===== config.mk =====
export PLATFORM = sky130hd
export DESIGN_NAME = rpn_stack_ctrl
export DESIGN_NICKNAME = d
export VERILOG_FILES = /design/src/rtl/rpn_stack_ctrl.sv
export SDC_FILE = /design/constraint.sdc
export NUM_CORES = 1
export LEC_CHECK = 0
export BUFFER_PORTS_ARGS = -buffer_cell sky130_fd_sc_hd__buf_2
export CORE_MARGIN = 2
export CORE_UTILIZATION = 35
export DETAILED_ROUTE_END_ITERATION = 16
export PLACE_DENSITY_LB_ADDON = 0.08
export SETUP_SLACK_MARGIN = 0.2
export SLEW_MARGIN = 0
export SYNTH_ARGS = -nofsm -noshare
export SYNTH_HDL_FRONTEND = slang
export SYNTH_SLANG_ARGS = --single-unit
export TNS_END_PERCENT = 1

===== constraint.sdc =====
create_clock -name clk -period 8.4 [get_ports clk]
set_clock_uncertainty 0.2 [all_clocks]
set_input_delay 0.42 -clock clk [delete_from_list [all_inputs] [get_ports clk]]
set_output_delay 0.42 -clock clk [all_outputs]
set_load 0.005 [all_outputs]

===== src/rtl/rpn_stack_ctrl.sv =====
// -----------------------------------------------------------------------------
// rpn_stack_ctrl
//
// Reverse-Polish evaluator that sits in front of a LIFO stack and sequences
// all of its accesses. Operand tokens are pushed. Operator tokens pop their
// operands, apply a B-bit ALU operation and push the result. DUP, DROP and
// RESULT manipulate the top of the stack. The controller keeps its own depth
// count, so it never pushes a full stack and never pops an empty one. A token
// that would do either is refused and sets a sticky error flag instead.
//
// Ports:
//   clk, reset            clock and asynchronous active-high reset (shared
//                         with the stack)
//   tok_valid/tok_ready   token handshake; a token is accepted in IDLE only
//   tok_is_op             1 = operator token (opcode in tok_data[2:0]),
//                         0 = operand token
//   tok_data              operand value or opcode
//   err_clr               clears the sticky error flags (a set in the same
//                         cycle wins)
//   stk_push/stk_pop      stack strobes, never asserted together
//   stk_wdata             stack write data
//   stk_rdata             stack top-of-stack (combinational from the stack)
//   res_valid/res_data    one-cycle result strobe; res_data holds its value
//                         until the next RESULT
//   depth                 current stack occupancy, 0..2**W
//   err_unf/err_ovf       sticky underflow / overflow flags
// -----------------------------------------------------------------------------
module rpn_stack_ctrl #(
  parameter int B = 8,
  parameter int W = 4
) (
  input  logic         clk,
  input  logic         reset,
  input  logic         tok_valid,
  output logic         tok_ready,
  input  logic         tok_is_op,
  input  logic [B-1:0] tok_data,
  input  logic         err_clr,
  output logic         stk_push,
  output logic         stk_pop,
  output logic [B-1:0] stk_wdata,
  input  logic [B-1:0] stk_rdata,
  output logic         res_valid,
  output logic [B-1:0] res_data,
  output logic [W:0]   depth,
  output logic         err_unf,
  output logic         err_ovf
);

  localparam int         CAP  = 2 ** W;
  localparam logic [W:0] FULL = CAP[W:0];

  localparam logic [2:0] OP_ADD    = 3'd0;
  localparam logic [2:0] OP_SUB    = 3'd1;
  localparam logic [2:0] OP_AND    = 3'd2;
  localparam logic [2:0] OP_OR     = 3'd3;
  localparam logic [2:0] OP_XOR    = 3'd4;
  localparam logic [2:0] OP_DUP    = 3'd5;
  localparam logic [2:0] OP_DROP   = 3'd6;
  localparam logic [2:0] OP_RESULT = 3'd7;

  typedef enum logic [2:0] {
    IDLE,
    PUSH,
    POP_B,
    POP_A,
    PUSH_R,
    DROP,
    OUT
  } state_t;

  state_t       state;
  state_t       state_nxt;
  logic [B-1:0] hold_q;
  logic [B-1:0] hold_d;
  logic         hold_ld;
  logic [2:0]   opc_q;
  logic         opc_ld;
  logic [B-1:0] opnd_a;
  logic [B-1:0] opnd_b;
  logic [B-1:0] alu_y;
  logic         set_unf;
  logic         set_ovf;

  // ALU for binary operators. b was the top entry and a the one beneath it,
  // so SUB is a - b. Results wrap modulo 2**B.
  always_comb begin
    alu_y = '0;
    case (opc_q)
      OP_ADD:  alu_y = opnd_a + opnd_b;
      OP_SUB:  alu_y = opnd_a - opnd_b;
      OP_AND:  alu_y = opnd_a & opnd_b;
      OP_OR:   alu_y = opnd_a | opnd_b;
      OP_XOR:  alu_y = opnd_a ^ opnd_b;
      default: alu_y = '0;
    endcase
  end

  // Next-state and stack strobe decode. All acceptance decisions are made in
  // IDLE against the current depth. A token that would underflow or overflow
  // is consumed in its acceptance cycle, sets its error flag and does not
  // touch the stack. DUP captures the top of stack at acceptance, so it can
  // reuse the plain PUSH state.
  always_comb begin
    state_nxt = state;
    tok_ready = 1'b0;
    stk_push  = 1'b0;
    stk_pop   = 1'b0;
    stk_wdata = '0;
    hold_ld   = 1'b0;
    hold_d    = tok_data;
    opc_ld    = 1'b0;
    set_unf   = 1'b0;
    set_ovf   = 1'b0;
    case (state)
      IDLE: begin
        tok_ready = 1'b1;
        if (tok_valid) begin
          if (!tok_is_op) begin
            if (depth == FULL) begin
              set_ovf = 1'b1;
            end else begin
              hold_ld   = 1'b1;
              state_nxt = PUSH;
            end
          end else begin
            case (tok_data[2:0])
              OP_DUP: begin
                if (depth == '0) begin
                  set_unf = 1'b1;
                end else if (depth == FULL) begin
                  set_ovf = 1'b1;
                end else begin
                  hold_ld   = 1'b1;
                  hold_d    = stk_rdata;
                  state_nxt = PUSH;
                end
              end
              OP_DROP: begin
                if (depth == '0) set_unf = 1'b1;
                else             state_nxt = DROP;
              end
              OP_RESULT: begin
                if (depth == '0) set_unf = 1'b1;
                else             state_nxt = OUT;
              end
              default: begin
                if (depth < (W+1)'(2)) begin
                  set_unf = 1'b1;
                end else begin
                  opc_ld    = 1'b1;
                  state_nxt = POP_B;
                end
              end
            endcase
          end
        end
      end
      PUSH: begin
        stk_push  = 1'b1;
        stk_wdata = hold_q;
        state_nxt = IDLE;
      end
      POP_B: begin
        stk_pop   = 1'b1;
        state_nxt = POP_A;
      end
      POP_A: begin
        stk_pop   = 1'b1;
        state_nxt = PUSH_R;
      end
      PUSH_R: begin
        stk_push  = 1'b1;
        stk_wdata = alu_y;
        state_nxt = IDLE;
      end
      DROP: begin
        stk_pop   = 1'b1;
        state_nxt = IDLE;
      end
      OUT: begin
        stk_pop   = 1'b1;
        state_nxt = IDLE;
      end
      default: state_nxt = IDLE;
    endcase
  end

  // State register plus the operand/opcode latches. The stack updates its
  // top one cycle after each pop, so b is captured in POP_B and a in POP_A.
  always_ff @(posedge clk or posedge reset) begin
    if (reset) begin
      state  <= IDLE;
      hold_q <= '0;
      opc_q  <= '0;
      opnd_a <= '0;
      opnd_b <= '0;
    end else begin
      state <= state_nxt;
      if (hold_ld)         hold_q <= hold_d;
      if (opc_ld)          opc_q  <= tok_data[2:0];
      if (state == POP_B)  opnd_b <= stk_rdata;
      if (state == POP_A)  opnd_a <= stk_rdata;
    end
  end

  // Depth follows the strobes actually sent to the stack, so it always
  // equals pushes minus pops since reset. The error flags are sticky, and a
  // new error in the same cycle as err_clr leaves the flag set.
  always_ff @(posedge clk or posedge reset) begin
    if (reset) begin
      depth   <= '0;
      err_unf <= 1'b0;
      err_ovf <= 1'b0;
    end else begin
      if (stk_push)     depth <= depth + (W+1)'(1);
      else if (stk_pop) depth <= depth - (W+1)'(1);
      err_unf <= set_unf | (err_unf & ~err_clr);
      err_ovf <= set_ovf | (err_ovf & ~err_clr);
    end
  end

  // Result path. The top of stack is registered while OUT pops it, and the
  // strobe shows up in the cycle after OUT.
  always_ff @(posedge clk or posedge reset) begin
    if (reset) begin
      res_valid <= 1'b0;
      res_data  <= '0;
    end else begin
      res_valid <= (state == OUT);
      if (state == OUT) res_data <= stk_rdata;
    end
  end

endmodule


# Yosys cells after proc, flatten, opt, wreduce, memory -nomap -nowiden
# Cells that the tools add are included.
# Widths: inputs -> output; s select.
# totals
register_bits	46
latchBits	0
ramBits	0
mem_bits_ro	0
input_bits	21
out_inout_bits	27
wordCells	95
n_memories	0
# classes
n_addsub	4
n_mul	0
div_mod_pow	0
n_lt_le_gt_ge	1
n_eq_ne	19
shift	0
mux	45
bitwise_logic	8
reduce_logical	8
# ops
op	count
$mux 8	6
$pmux 8 s5	1
$mux 1	26
$eq 3x3->1 const B	7
$mux 3	7
$pmux 3 s3	2
$pmux 8 s2	1
$eq 3x2->1 const B	4
$ne 4x4->1 const B	3
$mux 5	2
$add 8x8->8	1
$and 8x8->8	1
$or 8x8->8	1
$sub 8x8->8	1
$xor 8x8->8	1
$eq 3x1->1 const B	2
$logic_not 3->1	2
$ne 6x3->1 const B	1
$add 5x1->5 const B	1
$eq 5x5->1 const B	1
$logic_not 5->1	1
$lt 5x2->1 const B	1
$reduce_and 5->1	1
$sub 5x1->5 const B	1
other kinds (8)	10

# Longest topological paths before layout
# depth
depth_word	8
mapped_depth	12
mapped_depth_nobuf	12

# Worst setup path after synthesis
# Ideal clock, no wire load.
# synth_path
path_kind	reg2out
startpoint	register opc_q[0]
endpoint	output stk_wdata[7]
arrival_ps	2529
t_required_ps	7780
slack_ps	5251
stages_incl_launch_ff	12
n_path_buf	1
cell_sequence	dfrtp_1 > buf_2 > nor3b_2 > mux2_2 > inv_1 > ha_1 > nor2b_1 > o31a_1 > a221oi_1 > xnor2_1 > a21oi_1 > o21ai_0
# synth_between
elab_chain_len	3
elab_cells_between_ends	7
cone_classes	4 x eq/ne; 2 x mux; 1 x reduce/logical
# synth_rtl
item	line	rtl
start: declaration	77	logic [2:0] opc_q;
start signal: assignment	201	if (opc_ld) opc_q <= tok_data[2:0];
$eq 3x3->1 (tied with other cells)	89	case (opc_q)
$pmux 8 s5 *	89	
$pmux 8 s2 *	115	case (state)
end: declaration	41	output logic [B-1:0] stk_wdata,
# Every way passes the cells marked *; elsewhere a longest branch is shown, timed or not.

# Final worst setup path
# Ends and elaborated chain as after synthesis.

==> results.cfg <==
[layout]
layoutNonFillerInstCount = 498
finish.net_count = 439
n_fill_cell = 890
multiInputGateArea_sq_mm = 0.00182
area_growth_syn_to_layout_pct = 12.8
share_of_cells_above_drive_strength_1_pct = 20.0
most-common-layout-cells = sky130_fd_sc_hd__nand2_1, sky130_fd_sc_hd__buf_2, sky130_fd_sc_hd__dfrtp_1, sky130_fd_sc_hd__o21ai_0, sky130_fd_sc_hd__ha_1
finish.utilization_pct = 40.6
antenna-diode-count = 0
seq_area_sq_mm = 0.00115
mostFrequentLayoutCell = sky130_fd_sc_hd__nand2_1

[synth]
post_synth_top_flop = sky130_fd_sc_hd__dfrtp_1
synth_adder_area_share_pct = 12.0
synth_nets = 398
synth_enable_flop_cells = 0
synthesized_area_per_cell_sq_um = 9.02
synth-xor-area-share_pct = 5.58
synth-simple-area-share_pct = 17.9
postSynthCellCount = 348
synthesis.area_sq_mm = 0.00314
synth_compound_gate_area_share_pct = 14.9
yosys_warnings = 0
synth_cell_types = 49
yosys-mux-area-fraction_pct = 7.54
ys_async_sr_fraction_pct = 100
synth.ff_latch_count = 46
seq_area_frac_synth_pct = 36.7
synth_top_family_by_area = simple AND/OR/NAND/NOR gates

[worst_setup_path]
critical_path_class = reg2out
setup.worst_path.end = stk_wdata[7]
worst-endpoint-required_ns = 7.78
reg2regPathDepth = 9
crit_start = opc_q[0]
ff2ff_setup_slack_ns = 5.86
worstPathMaxFanout = 17
timing.critical_path.arrival_ns = 3.50
worst_setup_path_end_kind = output port
regToRegStartpoint = state[2]
start_kind = register
ff_to_ff_end = depth[4]

[floorplanning]
design.die.area_sq_mm = 0.00974
design.core.area_sq_mm = 0.00872
dieHeight_um = 98.7
fp.dieW_um = 98.7
core.rowCount = 34
ios = 48
start_util_pct = 36.0

[timing]
rsz0062_at_grt = no
finalHoldViolCount = 0
worst-slew-pin-transition_ns = 1.14
slew_headroom_pct = 24.0
final.setup.worst_slack_ns = 4.28
period_share_pct = 49.0
final-max-slew-violation-count = 0
setup_viol = 0
setup_total_negative_slack_ns = 0
finalCriticalPeriod_ns = 4.12
clock.fmax_mhz = 243

[power_and_ir_drop]
combinational_group_share_of_total_power_pct = 61.0
total_power_mw = 1.59
power_density_mw_per_mm2 = 449
p_sw_mw = 0.735
p_int_mw = 0.854
seqPwrFrac_pct = 29.7
p_clk_share_pct = 9.3
max-vdd-ir-drop_uv = 208
cellLeakagePower_nw = 1.65
p_sw_share_pct = 46.3

[placed_design]
place.detailed.hpwl_um = 5870
numPlacedInstances = 490
place_worst_setup_slack_ns = 4.62
globalplace.congestion = 0.826
place.port_buffers = 47

[cts]
cts_resized = 0
clk_root_buffer_cell = sky130_fd_sc_hd__clkbuf_8
cts.repair_timing.setup_buffer_count = 0
htree_num_levels = 2
cts_tree = built
post_cts_hold_buffer_count = 0
clk_pin_slew_ns = 0.10
clock_insertion_delay_worst_skew_ns = 0.30
cts_buffer_depth = 2
cts_sinks = 46
cts_made_buffers = 5

[routing]
routed-via-count = 2498
wl_per_cell_um = 16.1
drc = 0
drt_iter0_drc = 96
ant_nets = 0
viasPerCell = 5.02
detailedRoute.firstPassIterationCount = 4
wl_um = 8010

[global_route]
grt_util_all_layers_pct = 17.5
grt_start_max_net_pins = 47
overflow = 0
grt_pass1_wl_um = 13600
vias_in_the_first_global_route = 2516
grt_antenna_before_repair = 0

[run]
cap_viol_max_count = 0

[hold_path]
holdCritPathClass = in2reg
hold_depth = 2

[run_status]
status = finished, final reports clean
==> cell families (layout without fill, tap and decap cells) <==
group / Yosys count / in the layout
AOI/OAI and AO/OA: 77 / 77
adders and majority gates: 29 / 29
buffers and inverters: 41 / 83
xor gates and xnor gates: 20 / 20
and+or+nand+nor: 113 / 113
muxes: 22 / 22
DFF: 46 / 46
==> metal layers <==
metal	up-vias	wire, um	GRT usage [%]
li1	1279	-	-
met1	1180	4250	26.4
met2	33	3510	26.5
met3	6	173	2.20
met4	0	77	4.43
met5	-	0	0
==> cell usage after synthesis, types with 3 or more instances <==
cell type                   n  area (sq um)
sky130_fd_sc_hd__a211oi_1   3          22.5
sky130_fd_sc_hd__a21o_1     4          30.0
sky130_fd_sc_hd__a21oi_1   13          65.1
sky130_fd_sc_hd__a31oi_1    6          37.5
sky130_fd_sc_hd__and2_1     3          18.8
sky130_fd_sc_hd__buf_2      3          15.0
sky130_fd_sc_hd__clkbuf_1   6          22.5
sky130_fd_sc_hd__dfrtp_1   46          1150
sky130_fd_sc_hd__ha_1      27           338
sky130_fd_sc_hd__inv_1     27           101
sky130_fd_sc_hd__mux2_2    13           146
sky130_fd_sc_hd__mux2i_1    9          90.1
sky130_fd_sc_hd__nand2_1   56           210
sky130_fd_sc_hd__nand2b_1   3          18.8
sky130_fd_sc_hd__nand3_1    5          25.0
sky130_fd_sc_hd__nand3b_1   4          30.0
sky130_fd_sc_hd__nor2_1    24          90.1
sky130_fd_sc_hd__nor3_1     3          15.0
sky130_fd_sc_hd__o21a_1     5          37.5
sky130_fd_sc_hd__o21ai_0   30           150
sky130_fd_sc_hd__o21ai_1    3          15.0
sky130_fd_sc_hd__xnor2_1   15           131
sky130_fd_sc_hd__xor2_1     5          43.8
==> final cells by class <==
class,instances,area share (%)
sequential,46,32.5
clock buffer,5,1.94
clock inverter,3,0.707
inverter,28,2.97
tap,108,3.82
timing repair buffer,47,6.65
multi-input combinational,261,51.4
==> critical path, cell delays in order (launching register included) <==
cell                       delay, ns
sky130_fd_sc_hd__dfrtp_1        0.72
sky130_fd_sc_hd__nor3b_2        0.48
sky130_fd_sc_hd__mux2_2         0.41
sky130_fd_sc_hd__inv_1          0.07
sky130_fd_sc_hd__ha_1           0.21
sky130_fd_sc_hd__nor2b_1        0.14
sky130_fd_sc_hd__o31a_1         0.28
sky130_fd_sc_hd__a221oi_1       0.32
sky130_fd_sc_hd__xnor2_1        0.16
sky130_fd_sc_hd__a21oi_1        0.08
sky130_fd_sc_hd__o21ai_0        0.17
sky130_fd_sc_hd__buf_2          0.15
==> how the worst min path moves through the flow <==
stage / to / slack, ns / from
2_1_floorplan: hold_q[0] / 0.25 / hold_q[0]
3_3_place_gp: res_data[5] / 0.26 / res_data[5]
3_5_place_dp: res_data[3] / 0.26 / res_data[3]
4_1_cts: err_ovf / 0.09 / err_clr
5_1_grt: err_unf / 0.11 / err_clr
6_report: err_ovf / 0.1 / err_clr
==> sequential cells by signal (all words and copies together), names as in the netlist <==
signal     cells
opnd_a         8
state          3
opnd_b         8
err_ovf        1
depth          5
hold_q         8
opc_q          3
res_valid      1
err_unf        1
res_data       8
==> power by group through the flow <==
| stage | registers, mW | clock network [mW] | logic, mW |
|---|---|---|---|
| finish | 0.472 | 0.148 | 0.969 |
| global route | 0.493 | 0.165 | 1.12 |
| CTS | 0.473 | 0.154 | 0.978 |
| detailed placement | 0.476 | 0 | 0.969 |
| global placement | 0.472 | 0 | 0.971 |
| floorplan | 0.412 | 0 | 0.790 |
==> per-stage QoR <==
step | hold WS, ns | cell area (sq um)
floorplan | 0.250 | 3140
global placement | 0.256 | 3440
detailed placement | 0.262 | 3440
CTS | 0.0932 | 3540
global route | 0.106 | 3540
finish | 0.0981 | 3540
Note: power is estimated with default switching activity, not from simulation.
